==> src/rtl/matmul_register_bank_pkg.sv <==
// rtl/matmul_register_bank_pkg.sv - shared region codes, CONTROL bits and FSM encoding
// Purpose: definitions shared by the matmul APB slave and the register bank.
// Ports: none (package).
package matmul_register_bank_pkg;

  // Region codes decoded from address bits [4:0]
  localparam logic [4:0] REG_CONTROL   = 5'h00;
  localparam logic [4:0] REG_OPERAND_A = 5'h04;
  localparam logic [4:0] REG_OPERAND_B = 5'h08;
  localparam logic [4:0] REG_FLAGS     = 5'h0C;
  localparam logic [4:0] REG_SP        = 5'h10;

  // CONTROL register bit positions
  localparam int CTRL_START_BIT = 0;
  localparam int CTRL_DONE_BIT  = 1;

  typedef enum logic {
    ST_IDLE = 1'b0,
    ST_RUN  = 1'b1
  } state_e;

endpackage

==> src/rtl/matmul_row_mem.sv <==
// rtl/matmul_row_mem.sv - MAX_DIM x BUS_WIDTH operand storage with lane-strobed writes
// Purpose: holds one operand matrix; one row per entry, one strobe lane per element.
// Ports:
//   clk_i, rst_i      clock, asynchronous active-high reset
//   we_i, wrow_i      write enable and row
//   strobe_i, wdata_i per-lane write enables and write data
//   rrow_i, rdata_o   combinational read port (bus side)
//   eng_row_i, eng_data_o registered read port (engine side, 1-cycle latency)
module matmul_row_mem
  import matmul_register_bank_pkg::*;
#(
  parameter int DATA_WIDTH = 32,
  parameter int BUS_WIDTH  = 64,
  parameter int MAX_DIM    = BUS_WIDTH / DATA_WIDTH,
  parameter int IDX_W      = (MAX_DIM > 1) ? $clog2(MAX_DIM) : 1
) (
  input  logic                 clk_i,
  input  logic                 rst_i,
  input  logic                 we_i,
  input  logic [IDX_W-1:0]     wrow_i,
  input  logic [MAX_DIM-1:0]   strobe_i,
  input  logic [BUS_WIDTH-1:0] wdata_i,
  input  logic [IDX_W-1:0]     rrow_i,
  output logic [BUS_WIDTH-1:0] rdata_o,
  input  logic [IDX_W-1:0]     eng_row_i,
  output logic [BUS_WIDTH-1:0] eng_data_o
);

  logic [BUS_WIDTH-1:0] mem_q [MAX_DIM];
  logic [BUS_WIDTH-1:0] mem_d [MAX_DIM];
  logic [BUS_WIDTH-1:0] eng_data_q, eng_data_d;

  always_comb begin
    mem_d = mem_q;
    // Rows beyond MAX_DIM have no storage: writes vanish, reads return 0.
    if (we_i && (32'(wrow_i) < MAX_DIM)) begin
      for (int b = 0; b < MAX_DIM; b++) begin
        if (strobe_i[b]) begin
          mem_d[wrow_i][b*DATA_WIDTH +: DATA_WIDTH] = wdata_i[b*DATA_WIDTH +: DATA_WIDTH];
        end
      end
    end
    eng_data_d = (32'(eng_row_i) < MAX_DIM) ? mem_q[eng_row_i] : '0;
    rdata_o    = (32'(rrow_i) < MAX_DIM) ? mem_q[rrow_i] : '0;
  end

  always_ff @(posedge clk_i or posedge rst_i) begin
    if (rst_i) begin
      mem_q      <= '{default: '0};
      eng_data_q <= '0;
    end else begin
      mem_q      <= mem_d;
      eng_data_q <= eng_data_d;
    end
  end

  assign eng_data_o = eng_data_q;

endmodule

==> src/rtl/matmul_register_bank.sv <==
// rtl/matmul_register_bank.sv - matmul operand/control/result register bank behind the APB slave
// Purpose: stores operands A and B, CONTROL, FLAGS and the result scratchpad, and
// runs the IDLE/RUN start/done handshake with the matmul engine.
// Ports:
//   clk_i, rst_i                   clock, asynchronous active-high reset
//   address_i, strobe_i, wdata_i   bus write/read request from the APB slave
//   rdata_o                        combinational read data
//   start_bit_o, done_i, flags_i   engine handshake
//   eng_row_i, eng_a_o, eng_b_o    registered operand rows for the engine
//   sp_we_i, sp_row_i, sp_data_i   engine scratchpad write port
module matmul_register_bank
  import matmul_register_bank_pkg::*;
#(
  parameter int DATA_WIDTH = 32,
  parameter int BUS_WIDTH  = 64,
  parameter int ADDR_WIDTH = 32,
  parameter int MAX_DIM    = BUS_WIDTH / DATA_WIDTH,
  parameter int IDX_W      = (MAX_DIM > 1) ? $clog2(MAX_DIM) : 1
) (
  input  logic                  clk_i,
  input  logic                  rst_i,
  input  logic [ADDR_WIDTH-1:0] address_i,
  input  logic [MAX_DIM-1:0]    strobe_i,
  input  logic [BUS_WIDTH-1:0]  wdata_i,
  output logic [BUS_WIDTH-1:0]  rdata_o,
  output logic                  start_bit_o,
  input  logic                  done_i,
  input  logic [BUS_WIDTH-1:0]  flags_i,
  input  logic [IDX_W-1:0]      eng_row_i,
  output logic [BUS_WIDTH-1:0]  eng_a_o,
  output logic [BUS_WIDTH-1:0]  eng_b_o,
  input  logic                  sp_we_i,
  input  logic [IDX_W-1:0]      sp_row_i,
  input  logic [BUS_WIDTH-1:0]  sp_data_i
);

  logic [4:0]           region;
  logic [IDX_W-1:0]     row;
  logic                 bus_wr;
  logic                 a_we, b_we;
  logic [BUS_WIDTH-1:0] a_rdata, b_rdata;
  logic                 unused_addr;

  state_e               state_q, state_d;
  logic                 done_q, done_d;
  logic [BUS_WIDTH-1:0] flags_q, flags_d;
  logic [BUS_WIDTH-1:0] sp_q [MAX_DIM];
  logic [BUS_WIDTH-1:0] sp_d [MAX_DIM];
  logic [BUS_WIDTH-1:0] ctrl_rd;

  assign region      = address_i[4:0];
  assign row         = address_i[5 +: IDX_W];
  assign unused_addr = ^address_i[ADDR_WIDTH-1:5+IDX_W];
  assign bus_wr      = |strobe_i;

  // Operands are frozen while the engine runs.
  assign a_we = bus_wr && (region == REG_OPERAND_A) && (state_q == ST_IDLE);
  assign b_we = bus_wr && (region == REG_OPERAND_B) && (state_q == ST_IDLE);

  matmul_row_mem #(
    .DATA_WIDTH(DATA_WIDTH), .BUS_WIDTH(BUS_WIDTH), .MAX_DIM(MAX_DIM), .IDX_W(IDX_W)
  ) u_mem_a (
    .clk_i(clk_i), .rst_i(rst_i), .we_i(a_we), .wrow_i(row), .strobe_i(strobe_i),
    .wdata_i(wdata_i), .rrow_i(row), .rdata_o(a_rdata), .eng_row_i(eng_row_i),
    .eng_data_o(eng_a_o)
  );

  matmul_row_mem #(
    .DATA_WIDTH(DATA_WIDTH), .BUS_WIDTH(BUS_WIDTH), .MAX_DIM(MAX_DIM), .IDX_W(IDX_W)
  ) u_mem_b (
    .clk_i(clk_i), .rst_i(rst_i), .we_i(b_we), .wrow_i(row), .strobe_i(strobe_i),
    .wdata_i(wdata_i), .rrow_i(row), .rdata_o(b_rdata), .eng_row_i(eng_row_i),
    .eng_data_o(eng_b_o)
  );

  // Control FSM and result registers
  always_comb begin
    state_d = state_q;
    done_d  = done_q;
    flags_d = flags_q;
    sp_d    = sp_q;

    if (state_q == ST_RUN) begin
      // CONTROL writes are ignored in RUN, so done_i always wins a collision.
      if (done_i) begin
        state_d = ST_IDLE;
        done_d  = 1'b1;
        flags_d = flags_i;
      end
      // The SP write still lands on the done_i cycle.
      if (sp_we_i && (32'(sp_row_i) < MAX_DIM)) begin
        sp_d[sp_row_i] = sp_data_i;
      end
    end else if ((region == REG_CONTROL) && strobe_i[0] && wdata_i[CTRL_START_BIT]) begin
      state_d = ST_RUN;
      done_d  = 1'b0;
    end
  end

  always_ff @(posedge clk_i or posedge rst_i) begin
    if (rst_i) begin
      state_q <= ST_IDLE;
      done_q  <= 1'b0;
      flags_q <= '0;
      sp_q    <= '{default: '0};
    end else begin
      state_q <= state_d;
      done_q  <= done_d;
      flags_q <= flags_d;
      sp_q    <= sp_d;
    end
  end

  assign start_bit_o = (state_q == ST_RUN);

  // Read mux
  always_comb begin
    ctrl_rd                 = '0;
    ctrl_rd[CTRL_START_BIT] = (state_q == ST_RUN);
    ctrl_rd[CTRL_DONE_BIT]  = done_q;
    case (region)
      REG_CONTROL:   rdata_o = ctrl_rd;
      REG_OPERAND_A: rdata_o = a_rdata;
      REG_OPERAND_B: rdata_o = b_rdata;
      REG_FLAGS:     rdata_o = flags_q;
      REG_SP:        rdata_o = (32'(row) < MAX_DIM) ? sp_q[row] : '0;
      default:       rdata_o = '0;
    endcase
  end

endmodule

==> config.mk <==
export PLATFORM = sky130hd
export DESIGN_NAME = matmul_register_bank
export DESIGN_NICKNAME = d
export VERILOG_FILES = /design/src/rtl/matmul_register_bank_pkg.sv /design/src/rtl/matmul_row_mem.sv /design/src/rtl/matmul_register_bank.sv
export SDC_FILE = /design/constraint.sdc
export NUM_CORES = 1
export LEC_CHECK = 0
export ABC_AREA = 1
export BUFFER_PORTS_ARGS = -buffer_cell sky130_fd_sc_hd__buf_2
export CAP_MARGIN = 30
export CORE_UTILIZATION = 51
export CTS_CLUSTER_SIZE = 28
export DETAILED_ROUTE_END_ITERATION = 10
export HOLD_SLACK_MARGIN = 0.1
export PLACE_DENSITY = 0.73
export SYNTH_ARGS = -nofsm -noshare
export SYNTH_HDL_FRONTEND = slang
export SYNTH_SLANG_ARGS = --single-unit
==> constraint.sdc <==
create_clock -name clk_i -period 16.96 [get_ports clk_i]
set_clock_uncertainty 0.15 [all_clocks]
set_input_delay 1.696 -clock clk_i [delete_from_list [all_inputs] [get_ports clk_i]]
set_output_delay 1.696 -clock clk_i [all_outputs]
set_load 0.01 [all_outputs]
== Word level (Yosys, flattened, before mapping) ==
Cells that the tools add are included.

* Bits in registers: 578
* Input bits: 232
* Output and inout port bits: 193
* Word-level logic and storage cells: 78

* Magnitude comparators: 5
* Equal/unequal tests: 5
* Multiplexer cells: 39
* Bitwise logic cells: 4
* Reduce and logical (&&, ||, !) cells: 14

{| class="wikitable"
|+ Operator list
! cell !! count
|-
| $mux W64 || 17
|-
| $mux W128 || 6
|-
| $bwmux W128 || 5
|-
| $pmux W64 S5 || 1
|-
| $demux W64 S1 || 3
|-
| $mux W32 || 1
|-
| $eq A5 B4 Y1 const B || 2
|-
| $logic_and A1 B1 Y1 || 8
|-
| $ge A2 B2 Y1 const B || 3
|-
| $mux W1 || 6
|-
| $not A1 Y2 || 3
|-
| $reduce_and A2 Y1 || 3
|-
| $eq A5 B3 Y1 const B || 1
|-
| $eq A5 B5 Y1 const B || 1
|-
| $logic_not A5 Y1 || 1
|-
| $lt A2 B1 Y1 const B || 2
|-
| $ne A2 B2 Y1 const B || 1
|-
| $reduce_bool A2 Y1 || 1
|-
| $reduce_or A2 Y1 || 1
|-
| $not A1 Y1 || 1
|}

== Longest topological paths before layout ==
Gate-level depths: netlist of run 1.

* Depth in word-level cells: 10
* Gate-level depth with buffers: 9
* Mapped depth without buffers: 6

== Hierarchy ==
Synthesis of run 1 repeated with hierarchy kept, for this count alone.

* Cell total of the unflattened synthesis: 3501
* Area total of the unflattened synthesis: 27622.7 sq um

{| class="wikitable"
|+ By module, submodules not included
! module !! times used !! cells each !! area each (sq um) !! sequential area each (sq um)
|-
| matmul_row_mem || 2 || 985 || 8525.7 || 4804.6
|-
| matmul_register_bank || 1 || 1531 || 10571.4 || 4854.7
|}

== Worst setup path before layout of run 1 ==
OpenSTA, ideal clock, no wires.

* Path kind: in2out
* From: in address_i[1]
* To: out rdata_o[10]
* Arrival time: 2.696 ns
* Required time: 15.114 ns
* Path slack: 12.418 ns
* Stages: 7
* Buffers on the path: 2
* Path through: nor2_1 buf_4 nand4_1 clkbuf_1 nor2_1 nor2_1 nand2_1

* Cells in the longest elaborated chain, start to end: 2
* Elaborated cells between the ends (all ways): 6
* Those cells by class: eq/ne (4); mux (1); reduce/logical (1)

{| class="wikitable"
|+ Ends and longest elaborated chain
! what !! RTL line !! source
|-
| start, declared || matmul_register_bank.sv:22 || <nowiki>input logic [ADDR_WIDTH-1:0] address_i,</nowiki>
|-
| $eq A5 B5 Y1, or another cell as far along || matmul_register_bank.sv:121 || <nowiki>case (region)</nowiki>
|-
| $pmux W64 S5 (*) || matmul_register_bank.sv:121 ||
|-
| end, declared || matmul_register_bank.sv:25 || <nowiki>output logic [BUS_WIDTH-1:0] rdata_o,</nowiki>
|}

Every way passes the cells marked *; elsewhere a longest branch is shown, timed or not.

== Worst setup path in the final report of run 1 ==
* From: in address_i[5]
* To: out rdata_o[24]

* Cells in the longest elaborated chain, start to end: 5
* Elaborated cells between the ends (all ways): 11
* Those cells by class: mux (10); bitwise (1)

{| class="wikitable"
|+ Ends and longest elaborated chain
! what !! RTL line
|-
| $not A1 Y2 (not written as such) (*) || matmul_row_mem.sv:44, matmul_register_bank.sv:126
|-
| $mux W64, on equally long branches (3 in series) || matmul_register_bank.sv:126, matmul_row_mem.sv:44
|-
| $pmux W64 S5 (*) || matmul_register_bank.sv:121
|}

Every way passes the cells marked *; elsewhere a longest branch is shown, timed or not. The select of a mux whose other input is x is not followed.

==> results of run 1 <==
[routing by layer]
| layer | global-route usage | share of wire |
|---|---|---|
| met3 | 0.0523 | 0.071 |
| met2 | 0.396 | 0.43 |
| met5 | 0 | 0.00063 |
| met4 | 0.104 | 0.035 |
| met1 | 0.418 | 0.46 |
[synth_stat cells]
cell type | instances | area [sq um]
nand2_1 | 656 | 2460
dfrtp_1 | 578 | 14500
nor2_1 | 574 | 2150
o21ai_0 | 496 | 2480
inv_1 | 331 | 1240
a21oi_1 | 187 | 936
clkbuf_1 | 136 | 510
a21boi_0 | 62 | 465
buf_2 | 46 | 230
o21ai_1 | 16 | 80.1
nand3_1 | 8 | 40.0
nand3_2 | 8 | 80.1
nand4_1 | 5 | 31.3
buf_1 | 3 | 11.3
inv_2 | 2 | 7.51
mux2_2 | 2 | 22.5
nor2_2 | 2 | 12.5
o21a_1 | 2 | 15.0
a21oi_4 | 1 | 16.3
buf_4 | 1 | 7.51
clkinv_1 | 1 | 3.75
nand3b_1 | 1 | 7.51
nor2_4 | 1 | 11.3
o22ai_1 | 1 | 6.26
[cells by family (layout without fill, tap and decap cells)]
logic type / after synthesis / in the layout / synth area share
and+or+nand+nor: 1255 / 1255 / 0.190
other: 0 / 11 / 0
muxes: 2 / 2 / 0.000890
DFF: 578 / 578 / 0.572
AOI/OAI and AO/OA: 765 / 765 / 0.158
buffers and inverters: 520 / 871 / 0.0796
[state kept, by name, indices dropped and copies added (netlist names)]
name,count
done_q,1
flags_q,64
sp_q,128
start_bit_o,1
u_mem_a.eng_data_o,64
u_mem_a.mem_q,128
u_mem_b.eng_data_o,64
u_mem_b.mem_q,128
[worst max-delay path, delay by kind of cell]
kind                   cells  cell delay (ns)
AND/OR/NAND/NOR            4             0.53
buffers and inverters      4             2.03
AO/OA/AOI/OAI              1             0.16
[area by class of cell]
class                      count  share of cell area
clock buffer                  89              0.0596
antenna                       11            0.000927
inverter                     334              0.0423
timing repair buffer         427              0.0773
clock inverter                21             0.00615
sequential                   578               0.487
multi-input combinational   2022               0.299
tap                          664              0.0280
[stage by stage]
step / utilization / setup WS, ns / hold WS (ns) / area (sq um) / total power (uW)
2_1_floorplan: - / 7.24 / 0.298 / 25300 / 1920
5_1_grt: 0.607 / 10.30 / 0.349 / 29700 / 3510
6_report: 0.607 / 10.52 / 0.328 / 29700 / 3350
4_1_cts: 0.605 / 10.58 / 0.333 / 29600 / 3370
3_5_place_dp: 0.565 / 10.58 / 0.318 / 27700 / 2060
3_3_place_gp: 0.565 / 10.63 / 0.310 / 27700 / 2040
[where the power goes]
group	internal (uW)	switching (uW)	total, uW
registers	1560	85.2	1640
clock network	763	540	1300
logic	151	249	400
total	2470	874	3350
[worst min-delay path by stage]
stage / start / end / slack [ns]
global placement: sp_q[119] / sp_q[119] / 0.31
CTS: sp_q[86] / sp_q[86] / 0.33
finish: sp_q[89] / sp_q[89] / 0.33
detailed placement: sp_q[86] / sp_q[86] / 0.32
global route: u_mem_b.mem_q[74] / u_mem_b.mem_q[74] / 0.35
floorplan: sp_q[127] / sp_q[127] / 0.30
==> out/summary.txt, run 1 <==
Hold Violations, Final - 0
number of setup buffers added after CTS - 0
Synth cell types - 24
vias in the first global route - 19500
Placement Rows - 81
die area - 50500 sq um
share of cells above drive strength 1 - 0.157
Setup crit end - rdata_o[24]
post_cts resized - 0
Max Slew Vio Count - 0
status - finished clean
RSZ-0062 raised after global routing - false
R2R cell count - 5
Mean Syn Cell Area - 8.11 sq um
reg2reg end - u_mem_b.mem_q[32]
Max Fclk - 0.155 GHz
TritonRoute pass-1 iters - 6
RR Startpoint - start_bit_o
Worst Path Max Fanout - 80
CTS clk-pin slew, worst paths - 0.06 ns
reg-to-reg setup timing slack - 14.57 ns
Overall Global Routing Usage - 0.277
worst-path cell chain - buf_8, buf_4, buf_4, nand2_1, a21boi_0, nor2_1, nor2_1, nand2_1, buf_2
Routed Antenna Nets - 0
width of the die - 225 um
drt via density - 5.16
routability congestion estimate - 0.901
Synth warnings - 0
fin crit period - 6.44 ns
later-pin clock latency in the skew report - 0.62 ns
Worst EP arrival - 4.59 ns
largest net degree at the start of global routing - 182
DR vias - 21400
area grow syn2layout - 17.4%
first-pass GRT wire length - 108000 um
nets - 3655
Final setup viols - 0
height of the die - 225 um
worst endpoint required time - 15.11 ns
worst relative slew slack - 0.315
peak supply drop - 0.0765 mV
commonest non-fill, non-tap cell in the layout - nand2_1
CP startpoint - address_i[5]
startpoint class of the critical path - primary input
slowest stage delay, CP - 0.84 ns
Non-Filler Instances - 4146
Hold Path Depth - 2
# IOs - 425
Remaining DRCs - 0
total wire length - 69800 um
CP Capture Type - primary output
Starting Density - 0.517
root buffer cell - clkbuf_16
initial antenna violation count - 14
slew of the pin with the lowest slew margin - 1.03 ns
P per Cell Area - 113 nW/um^2
H-tree Lvls - 2
Seq/Total Area, Yosys - 0.572
WS Path Type - in -> out
CTS tree - done
Tcrit/Tclk final - 0.380
1st-iter DRT viols - 2072
clock buffer count from CTS - 60
final setup TNS - 0 ns
multi-input logic area - 8870 sq um
core area - 49000 sq um
HPWL after detailed placement - 44600 um
clock sinks - 578
leakage power - 0.0153 uW
CTS Buffer Depth - 3
Mapped Area - 25300 sq um
port bufs - 398
Overflow after GRT - 0
most frequent cells in the layout - 655 x nand2_1, 578 x dfrtp_1, 574 x nor2_1
max_cap viols - 0
Cell Count Post-Placement - 4023
worst hold path type - reg -> reg
Post-Synthesis Cells - 3120
Post-CTS Hold Buffers - 0
register bit total from synthesis - 578
Syn Nets - 3352
Layout fillers - 4424
Sequential cell area - 14500 sq um
Slowest cell on crit path - buf_4
routed len/inst - 16.8 um
No activity file was read; power rests on OpenSTA's default activity.
==> run 2: changes to the inputs <==
- clock period: 16.96 -> 5.3 ns (I/O delays scaled with it)
==> run 2 against run 1 <==
  * Total power rose to 3.3 times the previous value
  * Combinational power rose to 3.5 times the previous value
  * Worst setup slack got worse by 8.7 ns
  * Sequential power rose to 3.2 times the previous value
  * Critical path type unchanged
  * Critical endpoint is now rdata_o[43]
  * Largest cell class unchanged
==> out/summary.txt, run 2 (synthesis gave the netlist of run 1 again) <==
status - finished clean
drt via density - 5.13
worst relative slew slack - 0.360
Overall Global Routing Usage - 0.292
Worst Path Max Fanout - 113
CTS clk-pin slew, worst paths - 0.06 ns
share of cells above drive strength 1 - 0.150
startpoint class of the critical path - primary input
Placement Rows - 81
worst hold path type - in -> reg
placed cell area - 27800 sq um
die area - 50500 sq um
Final setup viols - 0
Starting Density - 0.517
fin crit period - 3.45 ns
core area - 49000 sq um
1st-iter DRT viols - 2089
root buffer cell - clkbuf_16
max_cap viols - 0
top flop regs - sp_q: 128 flops, u_mem_a.mem_q: 128 flops, u_mem_b.mem_q: 128 flops
number of setup buffers added after CTS - 0
# IOs - 425
largest net degree at the start of global routing - 149
clock sinks - 578
Overflow after GRT - 0
met2 WL - 32500 um
CTS Buffer Depth - 3
cell family with most CP delay - buffers and inverters
RSZ-0062 raised after global routing - false
most frequent cells in the layout - 655 x nand2_1, 578 x dfrtp_1, 574 x nor2_1
DR vias - 22300
Max Fclk - 0.290 GHz
final setup TNS - 0 ns
TritonRoute pass-1 iters - 6
routed len/inst - 17.0 um
vias in the first global route - 20800
Hold Violations, Final - 0
Routed Antenna Nets - 0
P per Cell Area - 347 nW/um^2
worst endpoint required time - 4.62 ns
worst-path cell chain - buf_8, buf_4, nor2_1, a21oi_1, nor2_1, nor2_1, nand2_1, buf_2
port bufs - 398
HPWL after detailed placement - 44500 um
leakage power - 0.0161 uW
peak supply drop - 0.289 mV
initial antenna violation count - 12
CTS tree - done
uppermost layer routed - met4
slew of the pin with the lowest slew margin - 0.960 ns
height of the die - 225 um
clock buffer count from CTS - 58
first-pass GRT wire length - 114000 um
nets - 3845
met3 routed WL - 5790 um
Tcrit/Tclk final - 0.650
commonest non-fill, non-tap cell in the layout - nand2_1
total wire length - 73800 um
later-pin clock latency in the skew report - 0.62 ns
CP Capture Type - primary output
CP bufs+invs - 3
met1 WL - 32500 um
Max Slew Vio Count - 0
width of the die - 225 um
routability congestion estimate - 0.890
Worst EP arrival - 2.77 ns
fin area - 31800 sq um
Remaining DRCs - 0
slowest stage delay, CP - 0.60 ns
WS Path Type - in -> out
CP dominant cell by count - nor2_1
area grow syn2layout - 25.7%
H-tree Lvls - 2
Slowest cell on crit path - buf_4
-- run 2: metal layers --
layer  vias up  track usage
li1      10800            -
met1     10500        0.420
met2       832        0.430
met3       197       0.0575
met4         0        0.131
met5         -            0
-- run 2: tightest hold or removal path, stage by stage --
cell and delay (ns):
buf_2 0.12, inv_1 0.10, o21ai_0 0.09
-- run 2: per-stage QoR --
step	std cells	worst slack, ns	total power, uW	util	hold slack (ns)
3_5_place_dp	4026	1.99	6610	0.568	0.318
6_report	4337	1.85	11000	0.650	0.126
3_3_place_gp	4025	2.02	6560	0.567	0.310
4_1_cts	4327	1.99	11100	0.649	0.101
5_1_grt	4335	1.75	11500	0.649	0.130
2_1_floorplan	3120	-3.26	6140	-	0.298
-- run 2: what timing repair did --
action / 4_1_cts / 5_1_grt
hold endpoints to repair: 421 / 0
hold buffers: 191 / 0
resized for setup: 0 / 0
-- run 2: cell type report --
cell class / count / area, sq um
fill: 4019 / 17200
clock inverter: 21 / 265
clock buffer: 89 / 1800
sequential: 578 / 14500
antenna: 10 / 25.0
multi-input combinational: 2022 / 8870
tap: 664 / 831
timing repair buffer: 619 / 4280
inverter: 334 / 1260
-- run 2: worst paths after layout --
check	start	endpoint	slack [ns]	cells after the start
setup reg to reg	start_bit_o	u_mem_a.mem_q[99]	2.66	5
min in group asynchronous	rst_i	u_mem_b.eng_data_o[45]	0.43	3
hold / removal	wdata_i[60]	u_mem_b.mem_q[60]	0.13	3
max in group asynchronous	rst_i	u_mem_a.mem_q[17]	3.34	4
hold reg to reg	sp_q[122]	sp_q[122]	0.33	2
setup / recovery	address_i[5]	rdata_o[43]	1.85	8
-- run 2: power breakdown --
group / switching [uW] / internal [uW] / leakage [uW]
Combinational: 826 / 578 / 0.00753
Sequential: 287 / 4980 / 0.00758
Clock: 1740 / 2630 / 0.00103
Total: 2850 / 8190 / 0.0161
